--- src/rtl/axi4l_wb_bridge_if.sv ---
// Bus bundles for axi4l_wb_bridge: AXI4-Lite channels (axi4l_if) and
// Wishbone classic signals (wb_if), each with master and slave views.
interface axi4l_if #(
  parameter int ADDR_WIDTH = 32,
  parameter int DATA_WIDTH = 32
);
  localparam int STRB_W = DATA_WIDTH / 8;

  logic [ADDR_WIDTH-1:0] s_aw_addr;
  logic                  s_aw_valid;
  logic                  s_aw_ready;
  logic [DATA_WIDTH-1:0] s_w_data;
  logic [STRB_W-1:0]     s_w_strb;
  logic                  s_w_valid;
  logic                  s_w_ready;
  logic [1:0]            s_b_resp;
  logic                  s_b_valid;
  logic                  s_b_ready;
  logic [ADDR_WIDTH-1:0] s_ar_addr;
  logic                  s_ar_valid;
  logic                  s_ar_ready;
  logic [DATA_WIDTH-1:0] s_r_data;
  logic [1:0]            s_r_resp;
  logic                  s_r_valid;
  logic                  s_r_ready;

  modport master (
    output s_aw_addr, s_aw_valid, input s_aw_ready,
    output s_w_data, s_w_strb, s_w_valid, input s_w_ready,
    input s_b_resp, s_b_valid, output s_b_ready,
    output s_ar_addr, s_ar_valid, input s_ar_ready,
    input s_r_data, s_r_resp, s_r_valid, output s_r_ready
  );

  modport slave (
    input s_aw_addr, s_aw_valid, output s_aw_ready,
    input s_w_data, s_w_strb, s_w_valid, output s_w_ready,
    output s_b_resp, s_b_valid, input s_b_ready,
    input s_ar_addr, s_ar_valid, output s_ar_ready,
    output s_r_data, s_r_resp, s_r_valid, input s_r_ready
  );
endinterface

interface wb_if #(
  parameter int ADDR_WIDTH = 32,
  parameter int DATA_WIDTH = 32
);
  localparam int STRB_W = DATA_WIDTH / 8;

  logic [ADDR_WIDTH-1:0] wb_adr_o;
  logic [DATA_WIDTH-1:0] wb_dat_o;
  logic [STRB_W-1:0]     wb_sel_o;
  logic                  wb_we_o;
  logic                  wb_cyc_o;
  logic                  wb_stb_o;
  logic [DATA_WIDTH-1:0] wb_dat_i;
  logic                  wb_ack_i;
  logic                  wb_err_i;

  modport master (
    output wb_adr_o, wb_dat_o, wb_sel_o, wb_we_o, wb_cyc_o, wb_stb_o,
    input  wb_dat_i, wb_ack_i, wb_err_i
  );

  modport slave (
    input  wb_adr_o, wb_dat_o, wb_sel_o, wb_we_o, wb_cyc_o, wb_stb_o,
    output wb_dat_i, wb_ack_i, wb_err_i
  );
endinterface

--- src/rtl/axi4l_wb_bridge.sv ---
// AXI4-Lite slave to Wishbone classic master bridge, one transaction at a time.
// Define AXI4L_WB_BRIDGE_TIMEOUT_EN to add the Wishbone bus-timeout watchdog.
module axi4l_wb_bridge #(
  parameter int ADDR_WIDTH     = 32,
  parameter int DATA_WIDTH     = 32,
  parameter int TIMEOUT_CYCLES = 255
) (
  input  logic     clk_i,
  input  logic     rst_ni,
  axi4l_if.slave   s_axi,
  wb_if.master     wb
);

  if ((DATA_WIDTH != 32 && DATA_WIDTH != 64) || ADDR_WIDTH < 1 ||
      TIMEOUT_CYCLES < 1 || TIMEOUT_CYCLES > 65535) begin : g_param_check
    $error("axi4l_wb_bridge: illegal parameter value");
  end

  typedef enum logic [2:0] {
    IDLE,
    WB_WR,
    WB_RD,
    B_RESP,
    R_RESP
  } state_t;

  state_t state;
  logic   last_was_write;
  logic   wr_eligible;
  logic   rd_eligible;
  logic   grant_wr;
  logic   grant_rd;
  logic   in_bus_cycle;
  logic   timed_out;
  logic   bus_done;
  logic   bus_fail;

  // When both directions are eligible, the one not served last wins.
  always_comb begin
    wr_eligible = s_axi.s_aw_valid && s_axi.s_w_valid;
    rd_eligible = s_axi.s_ar_valid;
    grant_wr    = (state == IDLE) && wr_eligible && (!rd_eligible || !last_was_write);
    grant_rd    = (state == IDLE) && rd_eligible && (!wr_eligible || last_was_write);
  end

  assign s_axi.s_aw_ready = grant_wr;
  assign s_axi.s_w_ready  = grant_wr;
  assign s_axi.s_ar_ready = grant_rd;
  assign in_bus_cycle     = (state == WB_WR) || (state == WB_RD);

`ifdef AXI4L_WB_BRIDGE_TIMEOUT_EN
  localparam logic [15:0] TIMEOUT_LIMIT = 16'(TIMEOUT_CYCLES);

  logic [15:0] wait_cnt;

  // An ack or err landing on the matching cycle still completes normally.
  assign timed_out = (wait_cnt == TIMEOUT_LIMIT) && !wb.wb_ack_i && !wb.wb_err_i;

  always_ff @(posedge clk_i or negedge rst_ni) begin
    if (!rst_ni) begin
      wait_cnt <= '0;
    end else if (!in_bus_cycle) begin
      wait_cnt <= '0;
    end else if (!wb.wb_ack_i && !wb.wb_err_i) begin
      wait_cnt <= wait_cnt + 16'd1;
    end
  end
`else
  assign timed_out = 1'b0;
`endif

  assign bus_done = wb.wb_ack_i || wb.wb_err_i || timed_out;
  assign bus_fail = wb.wb_err_i || timed_out;

  // Main sequencer; every bus-facing output except the grant readies is registered here.
  always_ff @(posedge clk_i or negedge rst_ni) begin
    if (!rst_ni) begin
      state            <= IDLE;
      last_was_write   <= 1'b0;
      wb.wb_adr_o      <= '0;
      wb.wb_dat_o      <= '0;
      wb.wb_sel_o      <= '0;
      wb.wb_we_o       <= 1'b0;
      wb.wb_cyc_o      <= 1'b0;
      wb.wb_stb_o      <= 1'b0;
      s_axi.s_b_resp   <= 2'b00;
      s_axi.s_b_valid  <= 1'b0;
      s_axi.s_r_data   <= '0;
      s_axi.s_r_resp   <= 2'b00;
      s_axi.s_r_valid  <= 1'b0;
    end else begin
      unique case (state)
        IDLE: begin
          if (grant_wr) begin
            wb.wb_adr_o    <= s_axi.s_aw_addr;
            wb.wb_dat_o    <= s_axi.s_w_data;
            wb.wb_sel_o    <= s_axi.s_w_strb;
            wb.wb_we_o     <= 1'b1;
            wb.wb_cyc_o    <= 1'b1;
            wb.wb_stb_o    <= 1'b1;
            last_was_write <= 1'b1;
            state          <= WB_WR;
          end else if (grant_rd) begin
            wb.wb_adr_o    <= s_axi.s_ar_addr;
            wb.wb_sel_o    <= '1;
            wb.wb_we_o     <= 1'b0;
            wb.wb_cyc_o    <= 1'b1;
            wb.wb_stb_o    <= 1'b1;
            last_was_write <= 1'b0;
            state          <= WB_RD;
          end
        end

        WB_WR: begin
          if (bus_done) begin
            wb.wb_cyc_o     <= 1'b0;
            wb.wb_stb_o     <= 1'b0;
            wb.wb_we_o      <= 1'b0;
            s_axi.s_b_resp  <= bus_fail ? 2'b10 : 2'b00;
            s_axi.s_b_valid <= 1'b1;
            state           <= B_RESP;
          end
        end

        WB_RD: begin
          if (bus_done) begin
            wb.wb_cyc_o     <= 1'b0;
            wb.wb_stb_o     <= 1'b0;
            s_axi.s_r_data  <= bus_fail ? '0 : wb.wb_dat_i;
            s_axi.s_r_resp  <= bus_fail ? 2'b10 : 2'b00;
            s_axi.s_r_valid <= 1'b1;
            state           <= R_RESP;
          end
        end

        B_RESP: begin
          if (s_axi.s_b_ready) begin
            s_axi.s_b_valid <= 1'b0;
            state           <= IDLE;
          end
        end

        R_RESP: begin
          if (s_axi.s_r_ready) begin
            s_axi.s_r_valid <= 1'b0;
            state           <= IDLE;
          end
        end

        default: state <= IDLE;
      endcase
    end
  end

endmodule

--- src/flat_wrapper.sv ---
// flat-port wrapper written by rule: the top's interface ports become plain ports
module axi4l_wb_bridge_flat 
#(
  parameter int ADDR_WIDTH     = 32,
  parameter int DATA_WIDTH     = 32,
  parameter int TIMEOUT_CYCLES = 255
)
  (clk_i, rst_ni, s_axi_s_aw_addr, s_axi_s_aw_valid, s_axi_s_aw_ready, s_axi_s_w_data, s_axi_s_w_strb, s_axi_s_w_valid, s_axi_s_w_ready, s_axi_s_b_resp, s_axi_s_b_valid, s_axi_s_b_ready, s_axi_s_ar_addr, s_axi_s_ar_valid, s_axi_s_ar_ready, s_axi_s_r_data, s_axi_s_r_resp, s_axi_s_r_valid, s_axi_s_r_ready, wb_wb_adr_o, wb_wb_dat_o, wb_wb_sel_o, wb_wb_we_o, wb_wb_cyc_o, wb_wb_stb_o, wb_wb_dat_i, wb_wb_ack_i, wb_wb_err_i);
  axi4l_if #(.ADDR_WIDTH(ADDR_WIDTH), .DATA_WIDTH(DATA_WIDTH)) s_axi_i ();
  wb_if #(.ADDR_WIDTH(ADDR_WIDTH), .DATA_WIDTH(DATA_WIDTH)) wb_i ();
  input  logic clk_i;
  input  logic rst_ni;
  input wire logic [$bits(s_axi_i.s_aw_addr)-1:0] s_axi_s_aw_addr;
  input wire logic [$bits(s_axi_i.s_aw_valid)-1:0] s_axi_s_aw_valid;
  output wire logic [$bits(s_axi_i.s_aw_ready)-1:0] s_axi_s_aw_ready;
  input wire logic [$bits(s_axi_i.s_w_data)-1:0] s_axi_s_w_data;
  input wire logic [$bits(s_axi_i.s_w_strb)-1:0] s_axi_s_w_strb;
  input wire logic [$bits(s_axi_i.s_w_valid)-1:0] s_axi_s_w_valid;
  output wire logic [$bits(s_axi_i.s_w_ready)-1:0] s_axi_s_w_ready;
  output wire logic [$bits(s_axi_i.s_b_resp)-1:0] s_axi_s_b_resp;
  output wire logic [$bits(s_axi_i.s_b_valid)-1:0] s_axi_s_b_valid;
  input wire logic [$bits(s_axi_i.s_b_ready)-1:0] s_axi_s_b_ready;
  input wire logic [$bits(s_axi_i.s_ar_addr)-1:0] s_axi_s_ar_addr;
  input wire logic [$bits(s_axi_i.s_ar_valid)-1:0] s_axi_s_ar_valid;
  output wire logic [$bits(s_axi_i.s_ar_ready)-1:0] s_axi_s_ar_ready;
  output wire logic [$bits(s_axi_i.s_r_data)-1:0] s_axi_s_r_data;
  output wire logic [$bits(s_axi_i.s_r_resp)-1:0] s_axi_s_r_resp;
  output wire logic [$bits(s_axi_i.s_r_valid)-1:0] s_axi_s_r_valid;
  input wire logic [$bits(s_axi_i.s_r_ready)-1:0] s_axi_s_r_ready;
  output wire logic [$bits(wb_i.wb_adr_o)-1:0] wb_wb_adr_o;
  output wire logic [$bits(wb_i.wb_dat_o)-1:0] wb_wb_dat_o;
  output wire logic [$bits(wb_i.wb_sel_o)-1:0] wb_wb_sel_o;
  output wire logic [$bits(wb_i.wb_we_o)-1:0] wb_wb_we_o;
  output wire logic [$bits(wb_i.wb_cyc_o)-1:0] wb_wb_cyc_o;
  output wire logic [$bits(wb_i.wb_stb_o)-1:0] wb_wb_stb_o;
  input wire logic [$bits(wb_i.wb_dat_i)-1:0] wb_wb_dat_i;
  input wire logic [$bits(wb_i.wb_ack_i)-1:0] wb_wb_ack_i;
  input wire logic [$bits(wb_i.wb_err_i)-1:0] wb_wb_err_i;
  assign s_axi_i.s_aw_addr = s_axi_s_aw_addr;
  assign s_axi_i.s_aw_valid = s_axi_s_aw_valid;
  assign s_axi_s_aw_ready = s_axi_i.s_aw_ready;
  assign s_axi_i.s_w_data = s_axi_s_w_data;
  assign s_axi_i.s_w_strb = s_axi_s_w_strb;
  assign s_axi_i.s_w_valid = s_axi_s_w_valid;
  assign s_axi_s_w_ready = s_axi_i.s_w_ready;
  assign s_axi_s_b_resp = s_axi_i.s_b_resp;
  assign s_axi_s_b_valid = s_axi_i.s_b_valid;
  assign s_axi_i.s_b_ready = s_axi_s_b_ready;
  assign s_axi_i.s_ar_addr = s_axi_s_ar_addr;
  assign s_axi_i.s_ar_valid = s_axi_s_ar_valid;
  assign s_axi_s_ar_ready = s_axi_i.s_ar_ready;
  assign s_axi_s_r_data = s_axi_i.s_r_data;
  assign s_axi_s_r_resp = s_axi_i.s_r_resp;
  assign s_axi_s_r_valid = s_axi_i.s_r_valid;
  assign s_axi_i.s_r_ready = s_axi_s_r_ready;
  assign wb_wb_adr_o = wb_i.wb_adr_o;
  assign wb_wb_dat_o = wb_i.wb_dat_o;
  assign wb_wb_sel_o = wb_i.wb_sel_o;
  assign wb_wb_we_o = wb_i.wb_we_o;
  assign wb_wb_cyc_o = wb_i.wb_cyc_o;
  assign wb_wb_stb_o = wb_i.wb_stb_o;
  assign wb_i.wb_dat_i = wb_wb_dat_i;
  assign wb_i.wb_ack_i = wb_wb_ack_i;
  assign wb_i.wb_err_i = wb_wb_err_i;
  axi4l_wb_bridge #(.ADDR_WIDTH(ADDR_WIDTH), .DATA_WIDTH(DATA_WIDTH), .TIMEOUT_CYCLES(TIMEOUT_CYCLES)) u_core (.clk_i(clk_i), .rst_ni(rst_ni), .s_axi(s_axi_i), .wb(wb_i));
endmodule
--- config.mk ---
export PLATFORM = sky130hd
export DESIGN_NAME = axi4l_wb_bridge_flat
export DESIGN_NICKNAME = d
export VERILOG_FILES = /design/src/rtl/axi4l_wb_bridge_if.sv /design/src/rtl/axi4l_wb_bridge.sv /design/src/flat_wrapper.sv
export SDC_FILE = /design/constraint.sdc
export NUM_CORES = 1
export LEC_CHECK = 0
export ABC_CLOCK_PERIOD_IN_PS = 2300
export BUFFER_PORTS_ARGS = -buffer_cell sky130_fd_sc_hd__buf_2
export CAP_MARGIN = 20
export CORE_ASPECT_RATIO = 0.8
export CORE_UTILIZATION = 44
export DETAILED_ROUTE_END_ITERATION = 7
export GPL_ROUTABILITY_DRIVEN = 0
export PLACE_DENSITY_LB_ADDON = 0.08
export REMOVE_ABC_BUFFERS = 1
export SLEW_MARGIN = 0
export SYNTH_ARGS = -nofsm -noshare
export SYNTH_HDL_FRONTEND = slang
export SYNTH_SLANG_ARGS = --single-unit
--- constraint.sdc ---
create_clock -name clk_i -period 2.3 [get_ports clk_i]
set_clock_uncertainty 0.2 [all_clocks]
set_input_delay 0.46 -clock clk_i [delete_from_list [all_inputs] [get_ports clk_i]]
set_output_delay 0.46 -clock clk_i [all_outputs]
set_load 0.05 [all_outputs]
==> metrics, run 1 <==
io pins 253; CP required 1640 ps; Worst Tran Pin Value 582.6 ps; Placed Area 5993 um2; root buf cell clkbuf_16; clock tree buffer depth 2; CP max FO 3; vias per cell 4.868; syn_area_per_cell 10.72 um2; failing checks negative hold slack; die area 10860 um2; Final Power 10590 uW; remaining antenna violation count 0; Netlist cell types 33; number of synthesized register bits 110; clk sink count 110; Max Cap Viol 0; total global routing overflow 0; hold slack -14.86 ps; hold crit path type input port to asynchronous set/reset pin; endpoint class of the critical path output port; Ys Warns 0; total number of vias 3948; DRT Pass-1 Iters 4; Final Max Slew Viols 0; H-tree depth 3; critical path class flip-flop to output port; Chip Width 116.3 um; share of layout cells above drive strength 1 44.74%; initial core utilization 46.48%; Fin. Hold Viols 2; ys flop type dfrtp_1; hold_buf cts 0; endpoints failing setup 0; Die Y-Extent 93.42 um; Routed WL per cell 14.42 um; diode count 0; Design Area, Final 6291 um2; DRC 0; Final Net Count 811; Final period util 95.60%; Post-synth EDFFs 0; row count 32; Worst slew margin 61.16%; worst vdd ir 1.115 mV; Post-DP HPWL 8539 um; CTS buffer count 9; number of antenna violations at the first check in global routing 0; port bufs 250; Area Overhead vs Synth 36.85%; Clock transition at path regs 70 ps; WL final 11700 um; total track usage 21.34%; post-synthesis instance area 4597 um2; status finished, violations left; Async SR Flop Fraction 100.0%; P_leak 0.003133 uW; Skew-Pair Late Insertion Delay 330 ps; first-pass GRT wire length 17540 um; drt initial violations 217; fmax 0.4548 GHz; sequential-to-total area share from yosys stat 59.88%; Pwr Density 1684 nW/um2; TritonCTS clock tree yes; vias in the first global route 3620; Syn Inst Count 429; CP Launch Type flip-flop; core region area 9889 um2; Arrival @ worst endpoint 1540 ps; largest net degree at the start of global routing 111; crit path time final 2199 ps
## final cells by class
| cell class | instances | area (um2) |
|---|---|---|
| sequential | 110 | 2753 |
| timing repair buffer | 263 | 1384 |
| fill | 876 | 3598 |
| multi-input combinational | 285 | 1693 |
| inverter | 1 | 3.754 |
| clock inverter | 3 | 17.52 |
| clock buffer | 13 | 270.3 |
| tap | 136 | 170.2 |
## repair_timing
| item | CTS | global route |
|---|---|---|
| endpoints found under the setup margin | 0 | 3 |
| setup buffers | 0 | 0 |
| resized for setup | 0 | 7 |
## logic make-up (layout without fill, tap and decap cells)
group / count (synthesis) / in the layout / synth area share, %
buffers and inverters: 35 / 280 / 3.756
and+or+nand+nor: 130 / 130 / 13.61
AOI/OAI and AO/OA: 121 / 121 / 14.83
DFF: 110 / 110 / 59.88
other: 1 / 2 / 0.08158
muxes: 32 / 32 / 7.839
## synthesized netlist by cell type (2+ instances only)
| cell | count | area share (%) |
|---|---|---|
| a21o_1 | 2 | 0.33 |
| a21oi_1 | 38 | 4.1 |
| buf_2 | 3 | 0.33 |
| buf_4 | 8 | 1.3 |
| clkbuf_1 | 21 | 1.7 |
| dfrtp_1 | 110 | 60 |
| mux2_1 | 14 | 3.4 |
| mux2_2 | 18 | 4.4 |
| nand2_1 | 44 | 3.6 |
| nand2b_1 | 33 | 4.5 |
| nand3b_1 | 2 | 0.33 |
| nor2_1 | 41 | 3.3 |
| nor2b_1 | 2 | 0.27 |
| nor3b_1 | 2 | 0.33 |
| o21ai_0 | 38 | 4.1 |
| o21ai_1 | 2 | 0.22 |
| o22a_1 | 4 | 0.76 |
| o22ai_1 | 32 | 4.4 |
## critical path, stage by stage (launching register included)
cell	delay, ps
dfrtp_1	410
or3_1	440
nor2_1	140
buf_4	210
## power breakdown
part           switching, uW  internal [uW]  leakage, uW
clock network            650            821     0.000142
registers                413           2790      0.00130
logic                   4460           1450      0.00169
total                   5530           5060      0.00313
## path summary, 6_finish.rpt
check	endpoint	slack, ps	cells after the start	startpoint
max	s_axi_s_ar_ready	100	3	u_core.state[2]$_DFFE_PN0P_
max reg2reg	u_core.s_axi.s_r_data[11]$_DFFE_PN0P_	390	6	u_core.state[0]$_DFFE_PN0P_
min reg2reg	u_core.s_axi.s_r_data[25]$_DFFE_PN0P_	280	2	u_core.s_axi.s_r_data[25]$_DFFE_PN0P_
min in group clk_i	u_core.wb.wb_dat_o[30]$_DFFE_PN0P_	140	2	s_axi_s_w_data[30]
min	u_core.wb.wb_adr_o[12]$_DFFE_PN0P_	-10	2	rst_ni
max in group asynchronous	u_core.wb.wb_dat_o[25]$_DFFE_PN0P_	1470	2	rst_ni
## metrics by stage
stage	TNS, ps	setup WS, ps	instances	util [%]
2_1_floorplan	-48460	-1368	396	-
3_3_place_gp	0	305.6	795	60.60
3_5_place_dp	0	253.8	795	60.60
4_1_cts	0	16.43	811	63.51
5_1_grt	-2.733	-2.733	811	63.61
6_report	0	101.1	811	63.61
## cell usage in the layout, fill, tap and decap left out, types with 2 or more instances in the layout
master     netlist  routed
nor3b_1          2       2
buf_2            3     246
dfrtp_1        110     110
conb_1           1       2
a21oi_1         38      38
clkinv_2         0       2
mux2_1          14      14
clkbuf_8         0       3
nand2b_1        33      33
buf_4            8      15
nor2b_1          2       2
nand2_1         44      43
buf_12           0       2
clkbuf_16        0       9
nor2_1          41      41
mux2_2          18      18
a21o_1           2       2
o21ai_0         38      38
o22a_1           4       4
nand3b_1         2       2
o22ai_1         32      32
## per-layer routing
layer | global-route usage [%] | routed length (um)
met5 | 0 | 0
met4 | 6.624 | 155
met3 | 4.925 | 701
met2 | 38.76 | 6189
met1 | 24.73 | 4650
## state kept, by name, indices dropped and copies added, names as in the netlist
| register | count |
|---|---|
| u_core.s_axi.s_b_valid | 1 |
| u_core.s_axi.s_r_data | 32 |
| u_core.s_axi.s_b_resp | 1 |
| u_core.wb.wb_sel_o | 4 |
| u_core.last_was_write | 1 |
| u_core.wb.wb_dat_o | 32 |
| u_core.wb.wb_adr_o | 32 |
| u_core.wb.wb_cyc_o | 1 |
| u_core.state | 3 |
| u_core.wb.wb_we_o | 1 |
| u_core.s_axi.s_r_valid | 1 |
| u_core.s_axi.s_r_resp | 1 |
Note: power is estimated with default switching activity, not from simulation.
==> run 2: changes to the inputs <==
==> constraint.sdc (replaced) <==
create_clock -name clk_i -period 2.3 [get_ports clk_i]
set_clock_uncertainty 0.2 [all_clocks]
set_input_delay 0 -clock clk_i [delete_from_list [all_inputs] [get_ports clk_i]]
set_output_delay 0 -clock clk_i [all_outputs]
set_load 0.05 [all_outputs]
==> metrics, run 2 (synthesis gave the netlist of run 1 again) <==
hold crit path type input port to asynchronous set/reset pin; hold_buf cts 149; Fin. Hold Viols 0; share of layout cells above drive strength 1 36.50%; Chip Width 116.3 um; critical path class flip-flop to flip-flop; TritonCTS clock tree yes; total global routing overflow 0; CP Launch Type flip-flop; WL final 16320 um; Die Y-Extent 93.42 um; row count 32; crit path time final 2158 ps; Arrival @ worst endpoint 2170 ps; Worst Tran Pin Value 1151 ps; endpoint class of the critical path flip-flop; remaining antenna violation count 0; RSZ-0062 raised after global routing no; vias in the first global route 5022; Top delay family on crit path buffers and inverters; CP max stage delay 600 ps; biggest registers after layout u_core.s_axi.s_r_data (32), u_core.wb.wb_adr_o (32), u_core.wb.wb_dat_o (32); Area Overhead vs Synth 70.60%; Worst slew margin 23.26%; first-pass GRT wire length 24810 um; total track usage 30.37%; Final Max Slew Viols 0; r2r setup slk 140 ps; Sw Ratio 51.01%; CP max FO 17; H-tree depth 3; vias per cell 5.078; Clk pwr share 15.0%; die area 10860 um2; core region area 9889 um2; total number of vias 4870; Post-DP HPWL 9063 um; Final Power 11330 uW; status finished clean; largest net degree at the start of global routing 55; hold slack 19.33 ps; combinational fraction of design power 55.9%; initial core utilization 46.48%; Skew-Pair Late Insertion Delay 340 ps; Sw Pwr 5782 uW; worst vdd ir 0.9483 mV; io pins 253; most common cell after layout, fill and taps aside buf_2; root buf cell clkbuf_16; PostCTS Resize Cnt 0; Reg power frac 29.1%; Max Cap Viol 0; critical path's slowest cell dlygate4sd3_1; post-CTS setup buffers 0; Final period util 93.85%; drt initial violations 309; port bufs 250; CTS buffer count 9; Final Net Count 958; worst-path cell chain nor3b_2, o21ai_4, nand2_1, o21ai_0, dlygate4sd3_1; P_leak 0.003801 uW; DRT Pass-1 Iters 4; clock tree buffer depth 2; CP required 2310 ps; clk sink count 110; crit path buf inv count 1; Clock transition at path regs 70 ps; Pwr Density 1445 nW/um2; endpoints failing setup 0; number of antenna violations at the first check in global routing 1; DRC 0; fmax 0.4633 GHz; Routed WL per cell 17.02 um; most frequent cells in the layout buf_2 (249), dlygate4sd3_1 (148), dfrtp_1 (110); design internal power 5552 uW
run 2: changes by cell type in the layout (fill, tap and decap cells not counted), sizes merged:
cell,previous run,this run
clkinv,2,1
dlygate4sd3,0,148
clkinvlp,1,0
diode,0,1
buf,263,262
bufinv,0,2
run 2: final cells by class:
type / instances / area (um2)
Antenna cell: 1 / 2.502
Clock buffer: 13 / 270.3
Clock inverter: 3 / 65.06
Fill cell: 630 / 2047
Inverter: 1 / 3.754
Multi-Input combinational cell: 285 / 1690
Sequential cell: 110 / 2753
Tap cell: 136 / 170.2
Timing Repair Buffer: 410 / 2888
run 2: path summary, 6_finish.rpt:
check / end / cells past startpoint / from
setup reg to reg: u_core.s_axi.s_r_data[27]$_DFFE_PN0P_ / 5 / u_core.state[0]$_DFFE_PN0P_
hold reg to reg: u_core.s_axi.s_r_data[30]$_DFFE_PN0P_ / 2 / u_core.s_axi.s_r_data[30]$_DFFE_PN0P_
setup / recovery: u_core.s_axi.s_r_data[27]$_DFFE_PN0P_ / 5 / u_core.state[0]$_DFFE_PN0P_
min in group clk_i: u_core.s_axi.s_r_resp[1]$_DFFE_PN0P_ / 3 / wb_wb_err_i
max in group asynchronous: u_core.s_axi.s_r_valid$_DFFE_PN0P_ / 3 / rst_ni
hold / removal: u_core.wb.wb_adr_o[12]$_DFFE_PN0P_ / 3 / rst_ni
run 2: power by group through the flow:
stage | sequential [uW] | clock, uW | combinational (uW)
detailed placement | 3290 | 0 | 5960
finish | 3300 | 1700 | 6340
floorplan | 6210 | 0 | 1360
CTS | 3260 | 1750 | 6260
global route | 3400 | 1810 | 6650
global placement | 3240 | 0 | 5830
run 2: stage by stage:
| step | cells | utilization, % | worst slack (ps) | area [um2] | TNS, ps |
|---|---|---|---|---|---|
| after global routing | 959 | 79.30 | 64.71 | 7843 | 0 |
| after detailed placement | 793 | 60.70 | 358.7 | 6003 | 0 |
| after floorplan | 396 | - | -908.4 | 4432 | -36040 |
| after CTS | 958 | 79.28 | 194.5 | 7840 | 0 |
| after global placement | 792 | 60.50 | 449.7 | 5983 | 0 |
| final | 959 | 79.30 | 141.5 | 7843 | 0 |
run 2: worst register-to-register path, stage by stage (launching register included):
cell and delay, ps:
dfrtp_1 480, nor3b_2 360, o21ai_4 210, nand2_1 110, o21ai_0 80, dlygate4sd3_1 600
run 2: routing by layer:
layer | part of all wire, % | global-route usage [%]
met5 | 0 | 0
met4 | 4.0 | 16.13
met3 | 6.6 | 7.323
met2 | 53 | 54.49
met1 | 37 | 32.89
==> run 3: changes to the inputs <==
CELL_PAD_IN_SITES_DETAIL_PLACEMENT = 0   (was unset)
CELL_PAD_IN_SITES_GLOBAL_PLACEMENT = 1   (was unset)
CORE_UTILIZATION = 32   (was 44)
==> metrics, run 3 (synthesis gave the netlist of run 1 again) <==
status finished clean; design internal power 5452 uW; first-pass GRT wire length 22250 um; critical path class flip-flop to flip-flop; CP Launch Type flip-flop; P_leak 0.003805 uW; Worst Reg-to-Reg Cells 4; worst reg2reg startpoint u_core.state[2]$_DFFE_PN0P_; diode count 0; Fin. Hold Viols 0; Sw Ratio 51.08%; # fillers 1235; vias in the first global route 4588; total number of vias 4601; share of layout cells above drive strength 1 36.59%; Final Non-Filler Cells 1008; r2r setup slk 180 ps; largest net degree at the start of global routing 62; Sw Pwr 5693 uW; hold slack 97.61 ps; worst-path cell chain nor3b_4, o21ai_2, o21ai_0, dlygate4sd3_1; DRC 0; port bufs 250; H-tree depth 3; Pwr Density 1409 nW/um2; crit path time final 2124 ps; initial core utilization 33.34%; combinational fraction of design power 56.2%; drt initial violations 120; Max Cap Viol 0; CTS buffer count 9; most frequent cells in the layout buf_2 (249), dlygate4sd3_1 (152), dfrtp_1 (109); CP max stage delay 570 ps; Skew-Pair Late Insertion Delay 330 ps; core region area 13790 um2; Routed WL per cell 14.27 um; most common cell after layout, fill and taps aside buf_2; io pins 253; Area Overhead vs Synth 72.07%; Worst Tran Pin Value 1091 ps; DRT Pass-1 Iters 4; Top delay family on crit path buffers and inverters; clock tree buffer depth 2; Final Max Slew Viols 0; final core utilization 57.37%; vias per cell 4.564; Post-DP HPWL 9337 um; endpoint class of the critical path flip-flop; total global routing overflow 0; biggest registers after layout u_core.s_axi.s_r_data (32), u_core.wb.wb_adr_o (32), u_core.wb.wb_dat_o (32); crit path buf inv count 1; Final period util 92.34%; critical path's slowest cell dlygate4sd3_1; CP max FO 12; TritonCTS clock tree yes; worst vdd ir 0.8371 mV; hold crit path type input port to asynchronous set/reset pin; row count 38; die area 14850 um2; fmax 0.4709 GHz; endpoints failing setup 0; total track usage 19.17%; number of antenna violations at the first check in global routing 0; Clk pwr share 14.5%; Final Net Count 964; RR Endpoint u_core.s_axi.s_r_data[16]$_DFFE_PN0P_; Arrival @ worst endpoint 2200 ps; remaining antenna violation count 0; CP required 2380 ps; Chip Width 136 um; Die Y-Extent 109.2 um; Placed Instances 838; RSZ-0062 raised after global routing no; Worst slew margin 27.26%; WL final 14380 um; clk sink count 110; root buf cell clkbuf_16; Reg power frac 29.3%; Clock transition at path regs 70 ps; Final Power 11150 uW
-- run 3: cell count changes in the layout (fill, tap and decap cells not counted), sizes merged --
cell         before  now
dlygate4sd3     148  152
clkinv            1    2
clkbuf           13   12
buf             262  263
o21ai            40   41
bufinv            2    1
diode             1    0
clkinvlp          0    1
-- run 3: what timing repair did --
action                                 in CTS  in global routing
setup endpoints to repair                   0                 11
hold buffers                              152                  0
endpoints found under the hold margin     169                  0
resized for setup                           0                  2
setup buffers                               0                  1
-- run 3: worst max path at each step --
| stage | startpoint | end | slack (ps) | cells past startpoint |
|---|---|---|---|---|
| after global routing | u_core.state[2]$_DFFE_PN0P_ | u_core.s_axi.s_r_data[25]$_DFFE_PN0P_ | 40 | 5 |
| final | u_core.state[2]$_DFFE_PN0P_ | u_core.s_axi.s_r_data[16]$_DFFE_PN0P_ | 180 | 4 |
| after detailed placement | u_core.last_was_write$_DFFE_PN0P_ | u_core.wb.wb_adr_o[13]$_DFFE_PN0P_ | 330 | 3 |
| after floorplan | u_core.state[2]$_DFFE_PN0P_ | s_axi_s_aw_ready | -910 | 3 |
| after global placement | u_core.last_was_write$_DFFE_PN0P_ | u_core.wb.wb_adr_o[29]$_DFFE_PN0P_ | 410 | 3 |
| after CTS | u_core.state[1]$_DFFE_PN0P_ | u_core.s_axi.s_r_data[16]$_DFFE_PN0P_ | 20 | 5 |
-- run 3: final cells by class --
cell class                 instances  area [um2]  area share (%)
multi-input combinational        286        1705           21.56
clock inverter                     4       55.05          0.6960
timing repair buffer             415        2910           36.79
sequential                       110        2754           34.81
tap                              180       225.2           2.847
clock buffer                      12       256.5           3.243
inverter                           1       3.754         0.04745
-- run 3: power by group through the flow --
stage | Combinational, uW | Clock, uW | Sequential, uW
after global placement | 5890 | 0 | 3270
after global routing | 6650 | 1750 | 3400
after detailed placement | 5930 | 0 | 3300
after floorplan | 1360 | 0 | 6210
after CTS | 6260 | 1660 | 3270
final | 6260 | 1610 | 3270
-- run 3: per-layer routing --
| metal | GRT usage (%) | part of all wire [%] |
|---|---|---|
| met1 | 23.03 | 42 |
| met2 | 33.36 | 49 |
| met3 | 4.510 | 6.4 |
| met4 | 7.222 | 1.9 |
| met5 | 0 | 0 |
-- run 3: through the flow --
stage	cell area [um2]	TNS, ps	worst slack, ps
finish	7910	0	176.3
global route	7910	0	38.17
CTS	7886	0	17.86
detailed placement	6053	0	331.1
global placement	6053	0	412.3
floorplan	4432	-36040	-908.4
